==> src/rtl/line_stream_reader.sv <==
// line_stream_reader
// Reads the LEN words of one transform line from the character ROM and
// streams each word as an (lhs, rhs) character pair.
//
// Ports:
//   clk, rst             clock; synchronous active-high reset
//   start, line_ptr      begin a line; line_ptr = {len, base}, sampled only in IDLE
//   busy, done           busy from accepted start through the done pulse
//   mem_rd, mem_addr     ROM read strobe and address (address all-ones when idle)
//   mem_dout             ROM data, valid MEM_LAT cycles after its mem_rd cycle
//   out_valid/out_ready  output handshake (see below)
//   out_lhs, out_rhs     characters of the head word
//   out_last, out_idx    head word is the final one / its index within the line
//   dbg_state            current FSM state, for observation only
//
// Handshake: a pair moves when out_valid && out_ready are both high on a rising
// edge. Once out_valid is raised it stays high, and out_* stay unchanged, until
// that transfer happens.
//
// Reads are only issued while every outstanding word (reads in the return pipe
// plus words in the buffer) still has a guaranteed buffer slot, so back-pressure
// stalls the ROM reads instead of overflowing the buffer.
module line_stream_reader #(
    parameter int ADDR_W  = 8,
    parameter int CHAR_W  = 8,
    parameter int MEM_LAT = 1,
    parameter int BUF_D   = 4
) (
    input  logic                clk,
    input  logic                rst,
    input  logic                start,
    input  logic [2*ADDR_W-1:0] line_ptr,
    output logic                busy,
    output logic                done,
    output logic                mem_rd,
    output logic [ADDR_W-1:0]   mem_addr,
    input  logic [2*CHAR_W-1:0] mem_dout,
    output logic                out_valid,
    input  logic                out_ready,
    output logic [CHAR_W-1:0]   out_lhs,
    output logic [CHAR_W-1:0]   out_rhs,
    output logic                out_last,
    output logic [ADDR_W-1:0]   out_idx,
    output logic [1:0]          dbg_state
);

    localparam int PW = (BUF_D > 1) ? $clog2(BUF_D) : 1;
    localparam int CW = $clog2(BUF_D + 1);
    localparam int SW = $clog2(BUF_D + MEM_LAT + 2) + 1;
    localparam int DW = 2 * CHAR_W;

    typedef enum logic [1:0] {
        S_IDLE  = 2'd0,
        S_FETCH = 2'd1,
        S_DRAIN = 2'd2
    } state_t;

    state_t            state;
    logic [ADDR_W-1:0] base_r, len_r, k_r, iss_idx;

    // Return-path tags: tag_v[0] is the read issued last cycle; the word tagged
    // in tag_v[MEM_LAT-1] is on mem_dout this cycle.
    logic [MEM_LAT-1:0] tag_v;
    logic [ADDR_W-1:0]  tag_idx [MEM_LAT];

    logic [DW-1:0]     buf_data [BUF_D];
    logic [ADDR_W-1:0] buf_idx  [BUF_D];
    logic [PW-1:0]     rd_ptr, wr_ptr;
    logic [CW-1:0]     count, count_next;

    logic              arrival, buf_empty, pop, buf_wr, buf_rd;
    logic [ADDR_W-1:0] arr_idx, head_idx;
    logic [DW-1:0]     head_data;
    logic [SW-1:0]     early;
    logic              early_pend, can_issue, drain_ok;

    function automatic logic [PW-1:0] ptr_inc(input logic [PW-1:0] p);
        return (p == PW'(BUF_D - 1)) ? '0 : p + PW'(1);
    endfunction

    assign dbg_state = state;
    assign arrival   = tag_v[MEM_LAT-1];
    assign arr_idx   = tag_idx[MEM_LAT-1];

    // First-word-fall-through with bypass: when the buffer is empty the arriving
    // ROM word is presented directly; if it is not taken it lands in the buffer
    // and stays at the head, so the pair seen downstream does not change.
    always_comb begin
        buf_empty  = (count == '0);
        out_valid  = !buf_empty || arrival;
        head_data  = buf_empty ? mem_dout : buf_data[rd_ptr];
        head_idx   = buf_empty ? arr_idx  : buf_idx[rd_ptr];
        pop        = out_valid && out_ready;
        buf_wr     = arrival && !(buf_empty && pop);
        buf_rd     = pop && !buf_empty;
        count_next = count + CW'(buf_wr) - CW'(buf_rd);
        out_lhs    = out_valid ? head_data[DW-1:CHAR_W] : '0;
        out_rhs    = out_valid ? head_data[CHAR_W-1:0]  : '0;
        out_idx    = out_valid ? head_idx : '0;
        out_last   = out_valid && (head_idx == len_r - ADDR_W'(1));
    end

    // Reads that will still be outstanding after this edge, excluding the one
    // arriving now (already counted in count_next).
    always_comb begin
        early      = SW'(mem_rd);
        early_pend = mem_rd;
        for (int i = 0; i < MEM_LAT - 1; i++) begin
            early      = early + SW'(tag_v[i]);
            early_pend = early_pend | tag_v[i];
        end
        can_issue = (early + SW'(count_next)) < SW'(BUF_D);
        // Counting the pop in progress lets done follow the last transfer directly.
        drain_ok  = !early_pend && (count_next == '0);
    end

    always_ff @(posedge clk) begin
        if (rst) begin
            state    <= S_IDLE;
            busy     <= 1'b0;
            done     <= 1'b0;
            mem_rd   <= 1'b0;
            mem_addr <= '1;
            base_r   <= '0;
            len_r    <= '0;
            k_r      <= '0;
            iss_idx  <= '0;
        end else begin
            mem_rd   <= 1'b0;
            mem_addr <= '1;
            done     <= 1'b0;
            case (state)
                S_IDLE: begin
                    if (start) begin
                        base_r <= line_ptr[ADDR_W-1:0];
                        len_r  <= line_ptr[2*ADDR_W-1:ADDR_W];
                        k_r    <= '0;
                        busy   <= 1'b1;
                        if (line_ptr[2*ADDR_W-1:ADDR_W] == '0) begin
                            // Empty line: nothing to fetch, done right away.
                            done  <= 1'b1;
                            state <= S_DRAIN;
                        end else begin
                            state <= S_FETCH;
                        end
                    end
                end
                S_FETCH: begin
                    if (can_issue) begin
                        mem_rd   <= 1'b1;
                        mem_addr <= base_r + k_r;
                        iss_idx  <= k_r;
                        k_r      <= k_r + ADDR_W'(1);
                        if (k_r == len_r - ADDR_W'(1)) state <= S_DRAIN;
                    end
                end
                S_DRAIN: begin
                    if (done) begin
                        busy  <= 1'b0;
                        state <= S_IDLE;
                    end else if (drain_ok) begin
                        done <= 1'b1;
                    end
                end
                default: state <= S_IDLE;
            endcase
        end
    end

    always_ff @(posedge clk) begin
        if (rst) begin
            tag_v <= '0;
            for (int i = 0; i < MEM_LAT; i++) tag_idx[i] <= '0;
        end else begin
            tag_v[0]   <= mem_rd;
            tag_idx[0] <= iss_idx;
            for (int i = 1; i < MEM_LAT; i++) begin
                tag_v[i]   <= tag_v[i-1];
                tag_idx[i] <= tag_idx[i-1];
            end
        end
    end

    always_ff @(posedge clk) begin
        if (rst) begin
            rd_ptr <= '0;
            wr_ptr <= '0;
            count  <= '0;
        end else begin
            if (buf_wr) wr_ptr <= ptr_inc(wr_ptr);
            if (buf_rd) rd_ptr <= ptr_inc(rd_ptr);
            count <= count_next;
        end
    end

    always_ff @(posedge clk) begin
        if (buf_wr) begin
            buf_data[wr_ptr] <= mem_dout;
            buf_idx[wr_ptr]  <= arr_idx;
        end
    end

endmodule

==> config.mk <==
export PLATFORM = sky130hd
export DESIGN_NAME = line_stream_reader
export DESIGN_NICKNAME = d
export VERILOG_FILES = /design/src/rtl/line_stream_reader.sv
export SDC_FILE = /design/constraint.sdc
export NUM_CORES = 1
export LEC_CHECK = 0
export BUFFER_PORTS_ARGS = -buffer_cell sky130_fd_sc_hd__buf_2
export CAP_MARGIN = 20
export CORE_MARGIN = 3
export CORE_UTILIZATION = 50
export DETAILED_ROUTE_END_ITERATION = 10
export GPL_ROUTABILITY_DRIVEN = 0
export PLACE_DENSITY = 0.7
export SYNTH_ARGS = -nofsm -noshare
export SYNTH_HDL_FRONTEND = slang
export SYNTH_SLANG_ARGS = --single-unit
==> constraint.sdc <==
create_clock -name clk -period 5.7 [get_ports clk]
set_input_delay 0.57 -clock clk [delete_from_list [all_inputs] [get_ports clk]]
set_output_delay 0.57 -clock clk [all_outputs]
set_load 0.01 [all_outputs]
# == Word level (Yosys, flattened, before mapping) ==
# Memory sizes are Yosys's and may differ from the RTL's. A register that Yosys moved wholly into a read port is not among the register bits.
# Index checks and enable logic that the tools add are counted.
# word_totals
reg_bits,53
memories,3
word_cells,97
out_inout_bits,39
ramBits,104
# mem_list
name,words,width,read_ports,rd_clocked_by_memory_dff,wr,line,source
buf_data,4,16,1,1,1,66,logic [DW-1:0] buf_data [BUF_D];
buf_idx,4,8,1,1,1,67,logic [ADDR_W-1:0] buf_idx [BUF_D];
tag_idx,1,8,1,0,1,64,logic [ADDR_W-1:0] tag_idx [MEM_LAT];
# classes
add_sub_neg,8
n_reduce_logical,24
muxes,36
order_cmp,1
n_bitwise,2
n_eq_ne,10
# ops
operator,count
8-bit two-way mux,7
2-bit two-way mux,11
8-bit == test,2
16-bit two-way mux,1
8-bit one-hot mux with 2 select lines,1
1-bit two-way mux,13
"8-bit by 1-bit adder with 8-bit output, second input constant",1
8-bit adder,1
8-bit zero test,1
"2-bit inequality test, second input constant",4
8-bit OR reduction,1
"8-bit by 1-bit subtractor with 8-bit output, second input constant",1
"2-bit == test, second input constant",3
1-bit logical AND,6
3-bit zero test,2
2-bit one-hot mux with 3 select lines,1
3-bit AND reduction,2
1-bit by 3-bit adder with 4-bit output,1
"2-bit by 1-bit adder with 2-bit output, second input constant",2
"4-bit by 3-bit < comparator with 1-bit output, second input constant",1
1-bit one-hot mux with 2 select lines,2
2-bit AND reduction,2
4-bit AND reduction,1
2-bit nonzero test,2
other kinds (9),12

# == Longest topological paths before layout ==
# depth
depth_word,14
mapped_depth,13
mapped_depth_nobuf,12

# == Worst setup path after synthesis ==
# Ideal clock, no wire load.
# synth_timing
path_kind,flip-flop to flip-flop
startpoint,register count[1]
endpoint,"register state[0], in the netlist dbg_state[0]"
path_stages_with_launch,13
required_time_ns,5.582
path_slack_ns,2.646
arrival_time_ns,2.936
cell_sequence,dfxtp_1 or3_1 clkbuf_1 nand2_1 mux2i_1 ha_1 inv_1 fa_1 xnor3_2 o2111ai_1 or4_1 o41a_1 nor3b_2
# synth_between
elab_chain_len,13
# synth_rtl
element,line,source
from (decl),69,"logic [CW-1:0] count, count_next;"
from (signal assigned),192,count <= count_next;
3-bit zero test,89,buf_empty = (count == '0);
1-bit zero test,"90, 95",
1-bit logical OR,90,out_valid = !buf_empty || arrival;
1-bit logical AND,93,pop = out_valid && out_ready;
1-bit logical AND,94,buf_wr = arrival && !(buf_empty && pop);
1-bit zero test,94,
1-bit logical AND,94,
3-bit by 1-bit adder with 3-bit output,96,count_next = count + CW'(buf_wr) - CW'(buf_rd);
3-bit by 1-bit subtractor with 3-bit output *,96,
1-bit by 3-bit adder with 4-bit output *,112,can_issue = (early + SW'(count_next)) < SW'(BUF_D);
4-bit by 3-bit < comparator with 1-bit output *,112,
2-bit inequality test (no line) *,--,
4-bit AND reduction (no line) *,--,
to (signal assigned),119,state <= S_IDLE;
to (signal assigned),142,state <= S_DRAIN;
to (signal assigned),144,state <= S_FETCH;
to (decl),58,state_t state;
# Every way passes the cells marked *; elsewhere a longest branch is shown, timed or not.
# A chain may end at the register's enable or synchronous reset.

# == Final worst setup path ==
# layout_timing
startpoint,register count[1]
endpoint,register mem_addr[4]
# layout_between
elab_chain_len,13
# layout_rtl
element,line,source
3-bit zero test,89,
1-bit zero test,"90, 95",
1-bit logical OR,90,
1-bit logical AND,93,
1-bit logical AND,94,
1-bit zero test,94,
1-bit logical AND,94,
3-bit by 1-bit adder with 3-bit output,96,
3-bit by 1-bit subtractor with 3-bit output *,96,
1-bit by 3-bit adder with 4-bit output *,112,
4-bit by 3-bit < comparator with 1-bit output *,112,
1-bit inverter (no line) *,--,
3-bit OR reduction (no line) *,--,
to (signal assigned),151,mem_addr <= base_r + k_r;
to (decl),36,"output logic [ADDR_W-1:0] mem_addr,"
# Marks and branches as above.

==> flow_metrics.env <==
export IMPL_outcome="completed"
export IMPL_io_buffers=74
export IMPL_row_count=41
export IMPL_core_area_um2=12800
export IMPL_postCtsSetupRepairBufs=0
export IMPL_viasPerCell=5.41
export IMPL_drt_iter0_markers=318
export IMPL_drc=0
export IMPL_grt_pass1_vias=4326
export IMPL_p_int_uw=2490
export IMPL_drv_slew=0
export IMPL_worstPathRequired_ns=5.94
export IMPL_fin_tns_setup_ns=0
export IMPL_hp_class="primary input to flop"
export IMPL_register_area_um2=4150
export IMPL_fp_dieW_um=122
export IMPL_synth_edff_count=96
export IMPL_insertion_delay_ns=0.42
export IMPL_ys_seq_elements=159
export IMPL_cts_max_path_buffers=2
export IMPL_dpl_cell_count=756
export IMPL_cts_root_buf="clkbuf_16"
export IMPL_critPathSlowestCell="nor2_1"
export IMPL_fillers=990
export IMPL_yosysSeqAreaShare_pct=62.1
export IMPL_worstPathArrival_ns=3.98
export IMPL_path_cells="or3_1, nand2_1, mux2i_1, ha_1, inv_1, fa_1, xnor3_2, o211ai_1, buf_4, nor2_1, o21ai_0"
export IMPL_ant_nets=0
export IMPL_tightest_slew_ns=0.980
export IMPL_finalNonFillerCells=789
export IMPL_synth_top_cells_by_area="edfxtp_1 43%, dfxtp_1 19%, mux4_2 8.1%"
export IMPL_start_util_pct=52.1
export IMPL_syn_avg_cell_area_um2=12.7
export IMPL_io_pins=75
export IMPL_areaGrowthSynthToFinish_pct=18.3
export IMPL_power_frac_comb_pct=25.0
export IMPL_power_density_nw_per_um2=443
export IMPL_period_share_pct=65.6
export IMPL_netlist_instances=526
export IMPL_netlist_area_um2=6680
export IMPL_drtPass1Iterations=4
export IMPL_htree_levels=4
export IMPL_routedWlPerCell_um=16.7
export IMPL_yosys_area_top_type_share_pct=43.2
export IMPL_p_leak_uw=0.00297
export IMPL_setup_violations=0
export IMPL_ys_warn_count=0
export IMPL_cts_buffers=17
export IMPL_dieArea_um2=14800
export IMPL_cp_max_fo=15
export IMPL_diodes=0
export IMPL_grt_ovfl_total=0
export IMPL_max_slew_margin_pct=34.4
export IMPL_switching_share_pct=28.9
export IMPL_wl_um=13200
export IMPL_p_seq_share_pct=40.4
export IMPL_layout_min_cycle_time_ns=3.74
export IMPL_clkPwrFrac_pct=34.6
export IMPL_maxCapViolations=0
export IMPL_vias=4272
export IMPL_finalHoldViolCount=0
export IMPL_cp_start_kind="flop"
export IMPL_rsz0062_at_grt="false"
export IMPL_synth_ff_type="edfxtp_1"
export IMPL_synth_top_area_cell="edfxtp_1"
export IMPL_switching_power_uw=1010
export IMPL_yosysMostFrequentCell="edfxtp_1"
export IMPL_peakVddDrop_v=0.000218
export IMPL_timing_fmax_mhz=268
export IMPL_syn_nets=579
export IMPL_critPathKind="flop to flop"
export IMPL_grt_use_total_pct=19.3
export IMPL_path_buf_inv=2
export IMPL_cts_resized=0
export IMPL_fin_skew_ns=0.00739
export IMPL_antenna_found_initial=0
export IMPL_grt_pass1_wl_um=21900
export IMPL_synth_distinct_cells=45
export IMPL_crit_path_end_kind="flop"
export IMPL_drive_above_1_share_pct=23.2
export IMPL_clk_pin_slew_ns=0.06
export IMPL_yosys_top_cells_count="96 x edfxtp_1, 88 x nand2_1, 63 x dfxtp_1"
export IMPL_nNetsFinal=657
export IMPL_grt_max_degree=45
export IMPL_die_h_um=122
export IMPL_clock_sinks=159
export IMPL_cp_slowest_stage_delay_ns=0.75
export IMPL_crit_family="simple AND/OR/NAND/NOR gates"
export IMPL_async_flop_share_pct=0
export IMPL_multi_input_area_um2=2380
export IMPL_hpwlAfterDp_um=8430
export IMPL_cts_tree="yes"
export IMPL_cts_hold_buffers_added=0
stage by stage:
stage / total power, uW / setup WS [ns] / utilization, % / cell area [um2] / hold slack (ns)
2_1_floorplan: 1990 / 2.65 / - / 6680 / 0.438
4_1_cts: 3520 / 1.71 / 61.5 / 7890 / 0.368
5_1_grt: 3670 / 1.63 / 61.6 / 7900 / 0.377
3_5_place_dp: 2310 / 1.79 / 56.5 / 7250 / 0.455
3_3_place_gp: 2260 / 1.34 / 56.3 / 7220 / 0.458
6_report: 3500 / 1.96 / 61.6 / 7900 / 0.387
layout by cell type (no fill, tap or decap), types with 2 or more instances in the layout:
cell	count
or4_1	4
o21ai_0	10
nand2_1	88
ha_1	15
mux4_2	24
nor3_1	3
inv_1	15
mux2i_1	5
a21boi_0	6
nand3_1	27
clkbuf_16	17
xnor2_1	23
clkinv_1	4
nor4_1	2
dfxtp_1	62
and2_1	5
nor2_1	31
o22a_1	7
buf_2	74
nor2b_1	14
xor2_1	8
buf_4	8
edfxtp_1	96
nand4_1	5
clkinv_4	3
bufinv_16	5
inv_6	2
fa_1	2
nor3b_2	2
or3_1	3
a21oi_1	27
registers in the layout, summed over array words and instances, names as in the netlist, 3 cells and up, named ones only:
name      flops
iss_idx       8
k_r           8
tag_idx       8
base_r        8
buf_idx      32
mem_addr      8
len_r         8
count         3
buf_data     64
cell type report:
class | count | share of cell area (%)
sequential | 159 | 52.5
multi-input combinational | 328 | 30.1
timing repair buffer | 83 | 5.80
clock buffer | 17 | 5.39
clock inverter | 15 | 2.74
tap | 172 | 2.72
inverter | 15 | 0.713
worst paths after layout:
path | endpoint | depth (start not counted) | from | slack (ns)
worst min register to register | base_r[2]$_SDFFE_PP0P_ | 2 | base_r[2]$_SDFFE_PP0P_ | 0.47
worst max-delay path | mem_addr[4]$_SDFF_PP1_ | 11 | count[1]$_SDFF_PP0_ | 1.96
worst max register to register | mem_addr[4]$_SDFF_PP1_ | 11 | count[1]$_SDFF_PP0_ | 1.96
worst min-delay path | buf_data[2][4]$_DFFE_PP_ | 1 | mem_dout[4] | 0.39
per-layer routing:
| layer | GRT usage, % | routed length [um] | up-vias |
|---|---|---|---|
| met3 | 4.87 | 737 | 14 |
| met4 | 6.37 | 169 | 0 |
| li1 | - | - | 2050 |
| met1 | 25.4 | 5800 | 2071 |
| met5 | 0 | 0 | - |
| met2 | 31.8 | 6490 | 137 |
cells by family (layout without fill, tap and decap cells):
kind of cell    after synthesis  after routing  synth area share (%)
compound gates               59             59                  5.53
xor+xnor                     33             33                  4.67
fa+ha+maj                    17             17                  3.41
buf+inv                      39            130                  2.34
flops                       159            159                  62.1
mux                          30             30                  9.01
simple gates                189            189                  13.0
power groups by stage:
stage	combinational, uW	sequential [uW]	clock (uW)
final	876	1410	1210
after global routing	964	1430	1280
after CTS	877	1420	1230
after detailed placement	868	1440	0
after global placement	822	1430	0
after floorplan	597	1400	0
(Power assumes the default switching activity.)
